`src/rtl/pkt_frame_monitor_if.sv`:
```
// Word stream between pipeline stages of the user data path.
// The writer drives a word on data/ctrl and strobes wr; the reader drives rdy to grant
// space or accept data.
//   master: output data, ctrl, wr; input rdy
//   slave : input  data, ctrl, wr; output rdy
interface pkt_frame_monitor_if #(
  parameter int unsigned DATA_WIDTH = 64,
  parameter int unsigned CTRL_WIDTH = DATA_WIDTH / 8
);
  logic [DATA_WIDTH-1:0] data;
  logic [CTRL_WIDTH-1:0] ctrl;
  logic                  wr;
  logic                  rdy;

  modport master (output data, output ctrl, output wr, input rdy);
  modport slave  (input data, input ctrl, input wr, output rdy);
endinterface

```
`src/rtl/pkt_frame_monitor.sv`:
```
// Output stage after the ALU datapath. It absorbs the upstream write stream in a small FIFO,
// re-drives words downstream under out_if.rdy, and checks NetFPGA packet framing
// (module headers ctrl=all-ones, body ctrl=0, EOP ctrl one-hot).
// Ports:
//   clk, reset    clock, asynchronous active-high reset
//   in_if         upstream words (slave); rdy leaves one entry of margin for the write lag
//   out_if        downstream words (master); wr is a registered one-cycle valid
//   pkt_count_o   packets closed by a correct EOP (wraps)
//   word_count_o  words presented at the input, including dropped ones (wraps)
//   err_count_o   framing and overflow errors (saturates)
//   frame_err_o   one-cycle pulse per detected error
module pkt_frame_monitor #(
  parameter int unsigned DATA_WIDTH = 64,
  parameter int unsigned CTRL_WIDTH = DATA_WIDTH / 8,
  parameter int unsigned DEPTH      = 4
) (
  input  logic                clk,
  input  logic                reset,
  pkt_frame_monitor_if.slave  in_if,
  pkt_frame_monitor_if.master out_if,
  output logic [31:0]         pkt_count_o,
  output logic [31:0]         word_count_o,
  output logic [15:0]         err_count_o,
  output logic                frame_err_o
);

  localparam int unsigned PtrW  = $clog2(DEPTH);
  localparam int unsigned CntW  = PtrW + 1;
  localparam int unsigned WordW = CTRL_WIDTH + DATA_WIDTH;

  localparam logic [CntW-1:0]       DepthC   = CntW'(DEPTH);
  localparam logic [CntW-1:0]       DepthM1C = CntW'(DEPTH - 1);
  localparam logic [CTRL_WIDTH-1:0] CtrlHdr  = '1;

  typedef enum logic [1:0] {StIdle, StHdr, StBody} state_e;

  // FIFO storage and pointers
  logic [WordW-1:0] mem_q [DEPTH];
  logic [PtrW-1:0]  wr_ptr_q, wr_ptr_d;
  logic [PtrW-1:0]  rd_ptr_q, rd_ptr_d;
  logic [CntW-1:0]  count_q, count_d;

  logic push, pop, drop;

  // Output registers
  logic                  out_wr_q;
  logic [DATA_WIDTH-1:0] out_data_q;
  logic [CTRL_WIDTH-1:0] out_ctrl_q;

  // Framing state and counters
  state_e      state_q, state_d;
  logic [31:0] pkt_count_q, word_count_q;
  logic [15:0] err_count_q;
  logic        frame_err_q;

  logic ctrl_hdr, ctrl_zero, ctrl_onehot;
  logic fsm_err, pkt_done, err_ev;

  // Push only below full; pop decision looks at count before this cycle's push, so a word
  // cannot bypass an empty FIFO.
  assign push = in_if.wr && (count_q < DepthC);
  assign drop = in_if.wr && (count_q == DepthC);
  assign pop  = out_if.rdy && (count_q != '0);

  // One spare entry absorbs the write that is already in flight when rdy falls.
  assign in_if.rdy = (count_q < DepthM1C);

  always_comb begin
    wr_ptr_d = wr_ptr_q;
    rd_ptr_d = rd_ptr_q;
    count_d  = count_q;
    if (push) wr_ptr_d = wr_ptr_q + PtrW'(1);
    if (pop)  rd_ptr_d = rd_ptr_q + PtrW'(1);
    unique case ({push, pop})
      2'b10:   count_d = count_q + CntW'(1);
      2'b01:   count_d = count_q - CntW'(1);
      default: count_d = count_q;
    endcase
  end

  always_ff @(posedge clk) begin
    if (push) mem_q[wr_ptr_q] <= {in_if.ctrl, in_if.data};
  end

  always_ff @(posedge clk or posedge reset) begin
    if (reset) begin
      wr_ptr_q   <= '0;
      rd_ptr_q   <= '0;
      count_q    <= '0;
      out_wr_q   <= 1'b0;
      out_data_q <= '0;
      out_ctrl_q <= '0;
    end else begin
      wr_ptr_q <= wr_ptr_d;
      rd_ptr_q <= rd_ptr_d;
      count_q  <= count_d;
      out_wr_q <= pop;
      if (pop) begin
        {out_ctrl_q, out_data_q} <= mem_q[rd_ptr_q];
      end
    end
  end

  assign out_if.wr   = out_wr_q;
  assign out_if.data = out_data_q;
  assign out_if.ctrl = out_ctrl_q;

  // Ctrl classification; all-ones takes precedence over one-hot.
  assign ctrl_hdr    = (in_if.ctrl == CtrlHdr);
  assign ctrl_zero   = (in_if.ctrl == '0);
  assign ctrl_onehot = !ctrl_zero &&
                       ((in_if.ctrl & (in_if.ctrl - CTRL_WIDTH'(1))) == '0);

  // Framing next state; only stored words advance it.
  always_comb begin
    state_d  = state_q;
    fsm_err  = 1'b0;
    pkt_done = 1'b0;
    if (push) begin
      case (state_q)
        StIdle: begin
          if (ctrl_hdr) state_d = StHdr;
          else          fsm_err = 1'b1;
        end
        StHdr: begin
          if (ctrl_hdr) begin
            state_d = StHdr;
          end else if (ctrl_zero) begin
            state_d = StBody;
          end else if (ctrl_onehot) begin
            state_d  = StIdle;
            pkt_done = 1'b1;
          end else begin
            state_d = StIdle;
            fsm_err = 1'b1;
          end
        end
        StBody: begin
          if (ctrl_hdr) begin
            // Truncated packet: the header opens the next one.
            state_d = StHdr;
            fsm_err = 1'b1;
          end else if (ctrl_zero) begin
            state_d = StBody;
          end else if (ctrl_onehot) begin
            state_d  = StIdle;
            pkt_done = 1'b1;
          end else begin
            state_d = StIdle;
            fsm_err = 1'b1;
          end
        end
        default: state_d = StIdle;
      endcase
    end
  end

  // Drop and framing error are mutually exclusive (drop means no push).
  assign err_ev = drop || fsm_err;

  always_ff @(posedge clk or posedge reset) begin
    if (reset) begin
      state_q      <= StIdle;
      pkt_count_q  <= '0;
      word_count_q <= '0;
      err_count_q  <= '0;
      frame_err_q  <= 1'b0;
    end else begin
      state_q     <= state_d;
      frame_err_q <= err_ev;
      if (in_if.wr) word_count_q <= word_count_q + 32'd1;
      if (pkt_done) pkt_count_q  <= pkt_count_q + 32'd1;
      if (err_ev && (err_count_q != 16'hFFFF)) err_count_q <= err_count_q + 16'd1;
    end
  end

  assign pkt_count_o  = pkt_count_q;
  assign word_count_o = word_count_q;
  assign err_count_o  = err_count_q;
  assign frame_err_o  = frame_err_q;

endmodule

```
`src/flat_wrapper.sv`:
```
// flat-port wrapper written by rule: the top's interface ports become plain ports
module pkt_frame_monitor_flat 
#(
  parameter int unsigned DATA_WIDTH = 64,
  parameter int unsigned CTRL_WIDTH = DATA_WIDTH / 8,
  parameter int unsigned DEPTH      = 4
)
  (clk, reset, pkt_count_o, word_count_o, err_count_o, frame_err_o, in_if_data, in_if_ctrl, in_if_wr, in_if_rdy, out_if_data, out_if_ctrl, out_if_wr, out_if_rdy);
  pkt_frame_monitor_if #(.DATA_WIDTH(DATA_WIDTH), .CTRL_WIDTH(CTRL_WIDTH)) in_if_i ();
  pkt_frame_monitor_if #(.DATA_WIDTH(DATA_WIDTH), .CTRL_WIDTH(CTRL_WIDTH)) out_if_i ();
  input  logic clk;
  input  logic reset;
  output logic [31:0] pkt_count_o;
  output logic [31:0] word_count_o;
  output logic [15:0] err_count_o;
  output logic frame_err_o;
  input wire logic [$bits(in_if_i.data)-1:0] in_if_data;
  input wire logic [$bits(in_if_i.ctrl)-1:0] in_if_ctrl;
  input wire logic [$bits(in_if_i.wr)-1:0] in_if_wr;
  output wire logic [$bits(in_if_i.rdy)-1:0] in_if_rdy;
  output wire logic [$bits(out_if_i.data)-1:0] out_if_data;
  output wire logic [$bits(out_if_i.ctrl)-1:0] out_if_ctrl;
  output wire logic [$bits(out_if_i.wr)-1:0] out_if_wr;
  input wire logic [$bits(out_if_i.rdy)-1:0] out_if_rdy;
  assign in_if_i.data = in_if_data;
  assign in_if_i.ctrl = in_if_ctrl;
  assign in_if_i.wr = in_if_wr;
  assign in_if_rdy = in_if_i.rdy;
  assign out_if_data = out_if_i.data;
  assign out_if_ctrl = out_if_i.ctrl;
  assign out_if_wr = out_if_i.wr;
  assign out_if_i.rdy = out_if_rdy;
  pkt_frame_monitor #(.DATA_WIDTH(DATA_WIDTH), .CTRL_WIDTH(CTRL_WIDTH), .DEPTH(DEPTH)) u_core (.clk(clk), .reset(reset), .in_if(in_if_i), .out_if(out_if_i), .pkt_count_o(pkt_count_o), .word_count_o(word_count_o), .err_count_o(err_count_o), .frame_err_o(frame_err_o));
endmodule
```
`config.mk`:
```
export PLATFORM = sky130hd
export DESIGN_NAME = pkt_frame_monitor_flat
export DESIGN_NICKNAME = d
export VERILOG_FILES = /design/src/rtl/pkt_frame_monitor_if.sv /design/src/rtl/pkt_frame_monitor.sv /design/src/flat_wrapper.sv
export SDC_FILE = /design/constraint.sdc
export NUM_CORES = 1
export LEC_CHECK = 0
export BUFFER_PORTS_ARGS = -buffer_cell sky130_fd_sc_hd__buf_2
export CORE_UTILIZATION = 35
export DETAILED_ROUTE_END_ITERATION = 16
export GPL_TIMING_DRIVEN = 1
export HOLD_SLACK_MARGIN = 0.1
export PLACE_DENSITY = 0.52
export SLEW_MARGIN = 30
export SYNTH_ARGS = -nofsm -noshare
export SYNTH_HDL_FRONTEND = slang
export SYNTH_SLANG_ARGS = --single-unit
export TNS_END_PERCENT = 1
```
`constraint.sdc`:
```
create_clock -name clk -period 6 [get_ports clk]
set_clock_uncertainty 0.1 [all_clocks]
set_input_delay 0 -clock clk [delete_from_list [all_inputs] [get_ports clk]]
set_output_delay 0 -clock clk [all_outputs]
set_load 0.01 [all_outputs]
```
Word-level counts from Yosys, hierarchy flattened
Memories as Yosys holds them, arrays and structs flattened. A register that Yosys moved wholly into a read port is not among the register bits.
Index checks and enable logic that the tools add are counted.
{"block": "word_totals", "latchBits": 0, "elab_cells": 62, "regBits": 91, "ramBits": 288, "memories": 1, "romBits": 0}
{"memory": "u_core.mem_q", "words": 4, "width": 72, "read_ports": 1, "rd_clocked_by_memory_dff": 1, "write_ports": 1, "line": "pkt_frame_monitor.sv:38", "source": "logic [WordW-1:0] mem_q [DEPTH];"}
{"block": "op_classes", "n_shift": 0, "div": 0, "mul": 0, "muxes": 19, "n_eq_ne": 8, "reduce_logical": 14, "n_addsub": 8, "order_cmp": 2, "bitwise_logic": 1}
{"cell": "$add A32 B1 Y32 const B", "count": 2}
{"cell": "$add A16 B1 Y16 const B", "count": 1}
{"cell": "$logic_not A8 Y1", "count": 2}
{"cell": "$ne A16 B16 Y1 const B", "count": 1}
{"cell": "$mux W1", "count": 13}
{"cell": "$and A8 B8 Y8", "count": 1}
{"cell": "$eq A8 B8 Y1 const B", "count": 1}
{"cell": "$sub A8 B1 Y8 const B", "count": 1}
{"cell": "$mux W2", "count": 3}
{"cell": "$pmux W3 S2", "count": 1}
{"cell": "$logic_and A1 B1 Y1", "count": 5}
{"cell": "$add A2 B1 Y2 const B", "count": 2}
{"cell": "$eq A2 B1 Y1 const B", "count": 2}
{"cell": "$eq A2 B2 Y1 const B", "count": 2}
{"cell": "$pmux W2 S2", "count": 1}
{"cell": "$add A3 B1 Y3 const B", "count": 1}
{"cell": "$eq A3 B3 Y1 const B", "count": 1}
{"cell": "$lt A3 B2 Y1 const B", "count": 1}
{"cell": "$lt A3 B3 Y1 const B", "count": 1}
{"cell": "$pmux W1 S3", "count": 1}
{"cell": "$reduce_bool A3 Y1", "count": 1}
{"cell": "$sub A3 B1 Y3 const B", "count": 1}
{"cell": "$logic_not A2 Y1", "count": 1}
{"cell": "$ne A2 B1 Y1 const B", "count": 1}
{"cell": "other kinds (5)", "count": 5}

Logic depth before layout (Yosys ltp)
{"block": "logic_depth", "word_depth": 11, "mapped_depth": 10, "ltp_nobuf": 8}

Worst setup path before layout
OpenSTA, ideal clock, no wires.
{"block": "synth_timing", "path_kind": "reg-to-reg", "from": "register u_core.count_q[2]", "to": "memory u_core.mem_q[0][0] (netlist bit) (enable)", "stages_incl_launch_ff": 4, "n_path_buf": 1, "period_less_slack_ns": 2.933, "t_arrival_ns": 2.395, "setup_time_ns": 0.438, "path_slack_ns": 3.067, "required_time_ns": 5.462, "path_cell_list": "dfrtp_1 -> nor2b_1 -> buf_2 -> and2_1"}
{"block": "synth_between", "elab_chain_cells": 4}
{"item": "start: declaration", "line": "pkt_frame_monitor.sv:41", "source": "logic [CntW-1:0] count_q, count_d;"}
{"item": "start signal: assignment", "line": "pkt_frame_monitor.sv:96", "source": "count_q <= count_d;"}
{"item": "$lt A3 B3 Y1", "line": "pkt_frame_monitor.sv:61", "source": "assign push = in_if.wr && (count_q < DepthC);"}
{"item": "$logic_and A1 B1 Y1", "line": "pkt_frame_monitor.sv:61"}
{"item": "$mux W1", "line": "pkt_frame_monitor.sv:82", "source": "if (push) mem_q[wr_ptr_q] <= {in_if.ctrl, in_if.data};"}
{"item": "$mux W1 (implied by the code)", "line": "pkt_frame_monitor.sv:82"}
{"item": "end: declaration", "line": "pkt_frame_monitor.sv:38"}
Every way passes these cells.

Worst setup path in the final report
{"block": "layout_timing", "from": "register u_core.count_q[2]", "to": "register u_core.pkt_count_q[31] (netlist: u_core.pkt_count_o[31])"}
{"block": "layout_between", "elab_chain_cells": 3}
{"item": "$lt A3 B3 Y1", "line": "pkt_frame_monitor.sv:61"}
{"item": "$logic_and A1 B1 Y1", "line": "pkt_frame_monitor.sv:61"}
{"item": "$mux W1", "line": "pkt_frame_monitor.sv:119", "source": "if (push) begin"}
{"item": "end signal: assignment", "line": "pkt_frame_monitor.sv:172", "source": "if (pkt_done) pkt_count_q <= pkt_count_q + 32'd1;"}
{"item": "end: declaration", "line": "pkt_frame_monitor.sv:52", "source": "logic [31:0] pkt_count_q, word_count_q;"}
Every way passes these cells.
A chain may end at the register's enable or synchronous reset.

==> reports/metrics.json <==
{
  "fraction_of_the_cycle_the_final_worst_path_needs": {"value": 0.526},
  "worst_slew_pin_slew": {"value": 0.859, "unit": "ns"},
  "tritoncts.num_buffers": {"value": 50},
  "synth_area_leader_cell": {"value": "edfxtp_1"},
  "result_of_the_run": {"value": "finished, final reports clean"},
  "yosys_warnings": {"value": 0},
  "grt-ovfl-total": {"value": 0},
  "clock_tree.htree_level_count": {"value": 2},
  "effective_utilization_at_floorplan": {"value": 0.354},
  "routed_via_density": {"value": 4.64},
  "crit_start": {"value": "u_core.count_q[2]"},
  "cts_tree": {"value": "yes"},
  "post_drt_wl_per_cell": {"value": 18.0, "unit": "um"},
  "cts_num_sinks": {"value": 451},
  "grt_start_max_net_pins": {"value": 113},
  "globalplace.congestion": {"value": 0.751},
  "power.total": {"value": 9.33, "unit": "mW"},
  "power_frac_seq": {"value": 0.458},
  "clock_insertion_delay_worst_skew": {"value": 0.59, "unit": "ns"},
  "grt_use_total": {"value": 0.159},
  "synth_seq_area_share": {"value": 0.737},
  "syn_to_final_growth": {"value": 28.2, "unit": "%"},
  "setup_repair_after_global_routing_missed_its_margin": {"value": "false"},
  "io_pins": {"value": 231},
  "drtIter0Drc": {"value": 522},
  "placementRows": {"value": 81},
  "detail-route-antenna-nets": {"value": 0},
  "grt_antenna_before_repair": {"value": 2},
  "netlist_area_before_placement": {"value": 17300, "unit": "um^2"},
  "worst_r2r_path_depth": {"value": 6},
  "number_of_global_route_vias_before_repair": {"value": 10644},
  "core-area": {"value": 48800, "unit": "um^2"},
  "timing.critical_path.depth": {"value": 6},
  "yosys_cell_types": {"value": 42},
  "die_height": {"value": 224, "unit": "um"},
  "drive_gt1_frac": {"value": 0.265},
  "critical_path.startpoint_type": {"value": "register"},
  "max-clock-path-buffers": {"value": 3},
  "slowest_delay": {"value": 0.72, "unit": "ns"},
  "synth_top_cells_by_area": {"value": "edfxtp_1 50%, dfrtp_1 24%, mux4_2 9.4%"},
  "drcViolationCount": {"value": 0},
  "power.ir.vdd_worst": {"value": 0.252, "unit": "mV"},
  "finalHoldViolCount": {"value": 0},
  "hp-start": {"value": "in_if_data[9]"},
  "worst_setup_path_end_kind": {"value": "register"},
  "cts_root_buffer": {"value": "clkbuf_16"},
  "syn_area_per_cell": {"value": 16.1, "unit": "um^2"},
  "layout.cells.most_common": {"value": "edfxtp_1"},
  "die_w": {"value": 224, "unit": "um"},
  "critPathSlowestCell": {"value": "nor3b_4"},
  "synth_cells": {"value": 1072},
  "via_count_of_the_routed_design": {"value": 10064},
  "pd_cells": {"value": 421, "unit": "nW/um^2"},
  "leakage_power": {"value": 9.05, "unit": "nW"},
  "timing.hold.worst_path_depth": {"value": 2},
  "post-cts-setup-buffer-count": {"value": 0},
  "final_period_minus_worst_setup_slack": {"value": 3.16, "unit": "ns"},
  "power.share.switching": {"value": 0.298},
  "setup.worst_path.class": {"value": "reg -> reg"},
  "drt_pre_antenna_iters": {"value": 4},
  "switchingPower": {"value": 2.78, "unit": "mW"},
  "dp_hpwl": {"value": 22.2, "unit": "mm"},
  "worstPathCellList": {"value": "nor2b_1 -> o21ai_0 -> nor3b_4 -> nand4_1 -> nor2_1 -> xor2_1"},
  "tns": {"value": 0, "unit": "ns"},
  "port_buffers": {"value": 230},
  "timing.critical_path.max_delay_family": {"value": "simple AND/OR/NAND/NOR gates"},
  "setup_viol_count_final": {"value": 0},
  "drv.max_cap_violation_count": {"value": 0},
  "critPathArrivalTime": {"value": 3.56, "unit": "ns"},
  "timing.final.max_slew_violations": {"value": 0},
  "die_area": {"value": 50200, "unit": "um^2"},
  "maxSlewHeadroom": {"value": 0.427},
  "share_comb_of_total_power": {"value": 0.236},
  "share_clk_of_total_power": {"value": 0.306},
  "p_int": {"value": 6.55, "unit": "mW"},
  "yosysTopAreaCellShare": {"value": 0.501},
  "yosys_register_bits": {"value": 451},
  "syn-num-nets": {"value": 1161},
  "timing.fmax": {"value": 317, "unit": "MHz"},
  "final.fill_count": {"value": 4460},
  "path_max_fanout": {"value": 19},
  "critical_path_required": {"value": 6.40, "unit": "ns"},
  "path_buf_inv": {"value": 0},
  "grt_pass1_wl": {"value": 60.9, "unit": "mm"},
  "rr_startpoint": {"value": "u_core.count_q[2]"},
  "cts.reportedPaths.clkPinSlew": {"value": 0.06, "unit": "ns"},
  "worstHoldPathType": {"value": "in -> reg"},
  "postRouteWirelength": {"value": 39.0, "unit": "mm"},
  "fin_nets": {"value": 1552},
  "layout_common_cells": {"value": "288 x edfxtp_1, 261 x nand2_1, 230 x buf_2"}
}
==> registers in the layout, summed over array words and instances (netlist names) <==
register and flops:
u_core.frame_err_o 1, u_core.err_count_o 16, u_core.rd_ptr_q 2, u_core.mem_q 288, u_core.state_q 2, u_core.word_count_o 32
u_core.out_if.data 64, u_core.out_if.ctrl 8, u_core.pkt_count_o 32, u_core.count_q 3, u_core.wr_ptr_q 2, u_core.out_if.wr 1
==> layer usage <==
| layer | part of all wire | GRT usage | up-vias | wire length (um) |
|---|---|---|---|---|
| met5 | 0 | 0 | - | 0 |
| met4 | 0.020 | 0.0479 | 0 | 781 |
| met3 | 0.061 | 0.0387 | 53 | 2380 |
| met2 | 0.48 | 0.261 | 252 | 18700 |
| met1 | 0.44 | 0.208 | 5058 | 17200 |
| li1 | - | - | 4701 | - |
==> power by group through the flow <==
stage / clock, mW / combinational, mW / sequential (mW)
after floorplan: 0 / 1.32 / 4.36
after global placement: 0 / 2.19 / 4.33
after detailed placement: 0 / 2.20 / 4.34
after CTS: 2.96 / 2.28 / 4.29
after global routing: 3.08 / 2.45 / 4.35
final: 2.86 / 2.20 / 4.27
==> kinds of logic (layout without fill, tap and decap cells) <==
group	Yosys count	after routing	share of synthesized area
flops	451	451	0.737
simple gates	381	381	0.0971
xor+xnor	83	83	0.0421
mux	76	76	0.0964
buf+inv	53	485	0.0125
compound gates	15	15	0.00529
fa+ha+maj	13	13	0.00985
other cells	0	2	0
==> per-stage QoR <==
| step | cells | hold slack [ns] | worst slack (ns) | area [um^2] | util |
|---|---|---|---|---|---|
| after detailed placement | 1936 | 0.119 | 2.89 | 19200 | 0.393 |
| after global routing | 2170 | 0.153 | 2.66 | 22100 | 0.453 |
| after global placement | 1936 | 0.113 | 3.07 | 19200 | 0.393 |
| after floorplan | 1072 | -0.00113 | 1.50 | 17300 | - |
| final | 2170 | 0.149 | 2.84 | 22100 | 0.453 |
| after CTS | 2168 | 0.107 | 2.87 | 22100 | 0.453 |
==> what timing repair did <==
item                                   in CTS  in global routing
endpoints found under the hold margin     497                  0
hold buffers                              139                  0
resized for setup                           0                  0
==> final cells by class <==
cell class	instances	area (um^2)	area share
timing repair buffer	379	2630	0.119
sequential	451	12700	0.575
clock inverter	23	135	0.00610
inverter	13	57.6	0.00260
clock buffer	70	1400	0.0631
tap	664	831	0.0375
antenna	2	5.00	0.000226
multi-input combinational	568	4360	0.197
==> synthesized netlist by cell type <==
master	number
dfrtp_1	163
o21ai_0	6
nor2b_1	1
buf_1	11
buf_4	2
clkbuf_1	19
nor2_1	28
a31oi_2	1
mux2_2	2
o21ai_1	2
mux2i_1	1
inv_1	13
fa_1	1
mux2_1	1
nor3b_4	1
xnor2_1	50
nand3_1	22
nand4_1	26
edfxtp_1	288
nor3b_1	1
ha_1	12
a211oi_1	2
nor4_2	3
nor4b_1	1
or2_2	1
mux4_2	72
buf_2	8
or3_1	1
nand4b_1	2
nand2b_1	1
a21oi_1	2
and4_1	3
nor4_1	5
nor3_1	5
nor4bb_1	1
o31ai_1	1
xor2_1	33
or2_0	1
nand2_1	261
a31oi_1	1
and2_1	5
and3_1	12
==> final timing paths <==
path / slack (ns) / to
hold / removal: 0.15 / u_core.mem_q[2][9]
max in group asynchronous: 3.71 / u_core.rd_ptr_q[1]
min in group asynchronous: 0.64 / u_core.pkt_count_o[9]
setup / recovery: 2.84 / u_core.pkt_count_o[31]
hold reg to reg: 0.37 / u_core.out_if.data[54]
setup reg to reg: 2.84 / u_core.pkt_count_o[31]
No activity file was read; power rests on OpenSTA's default activity.
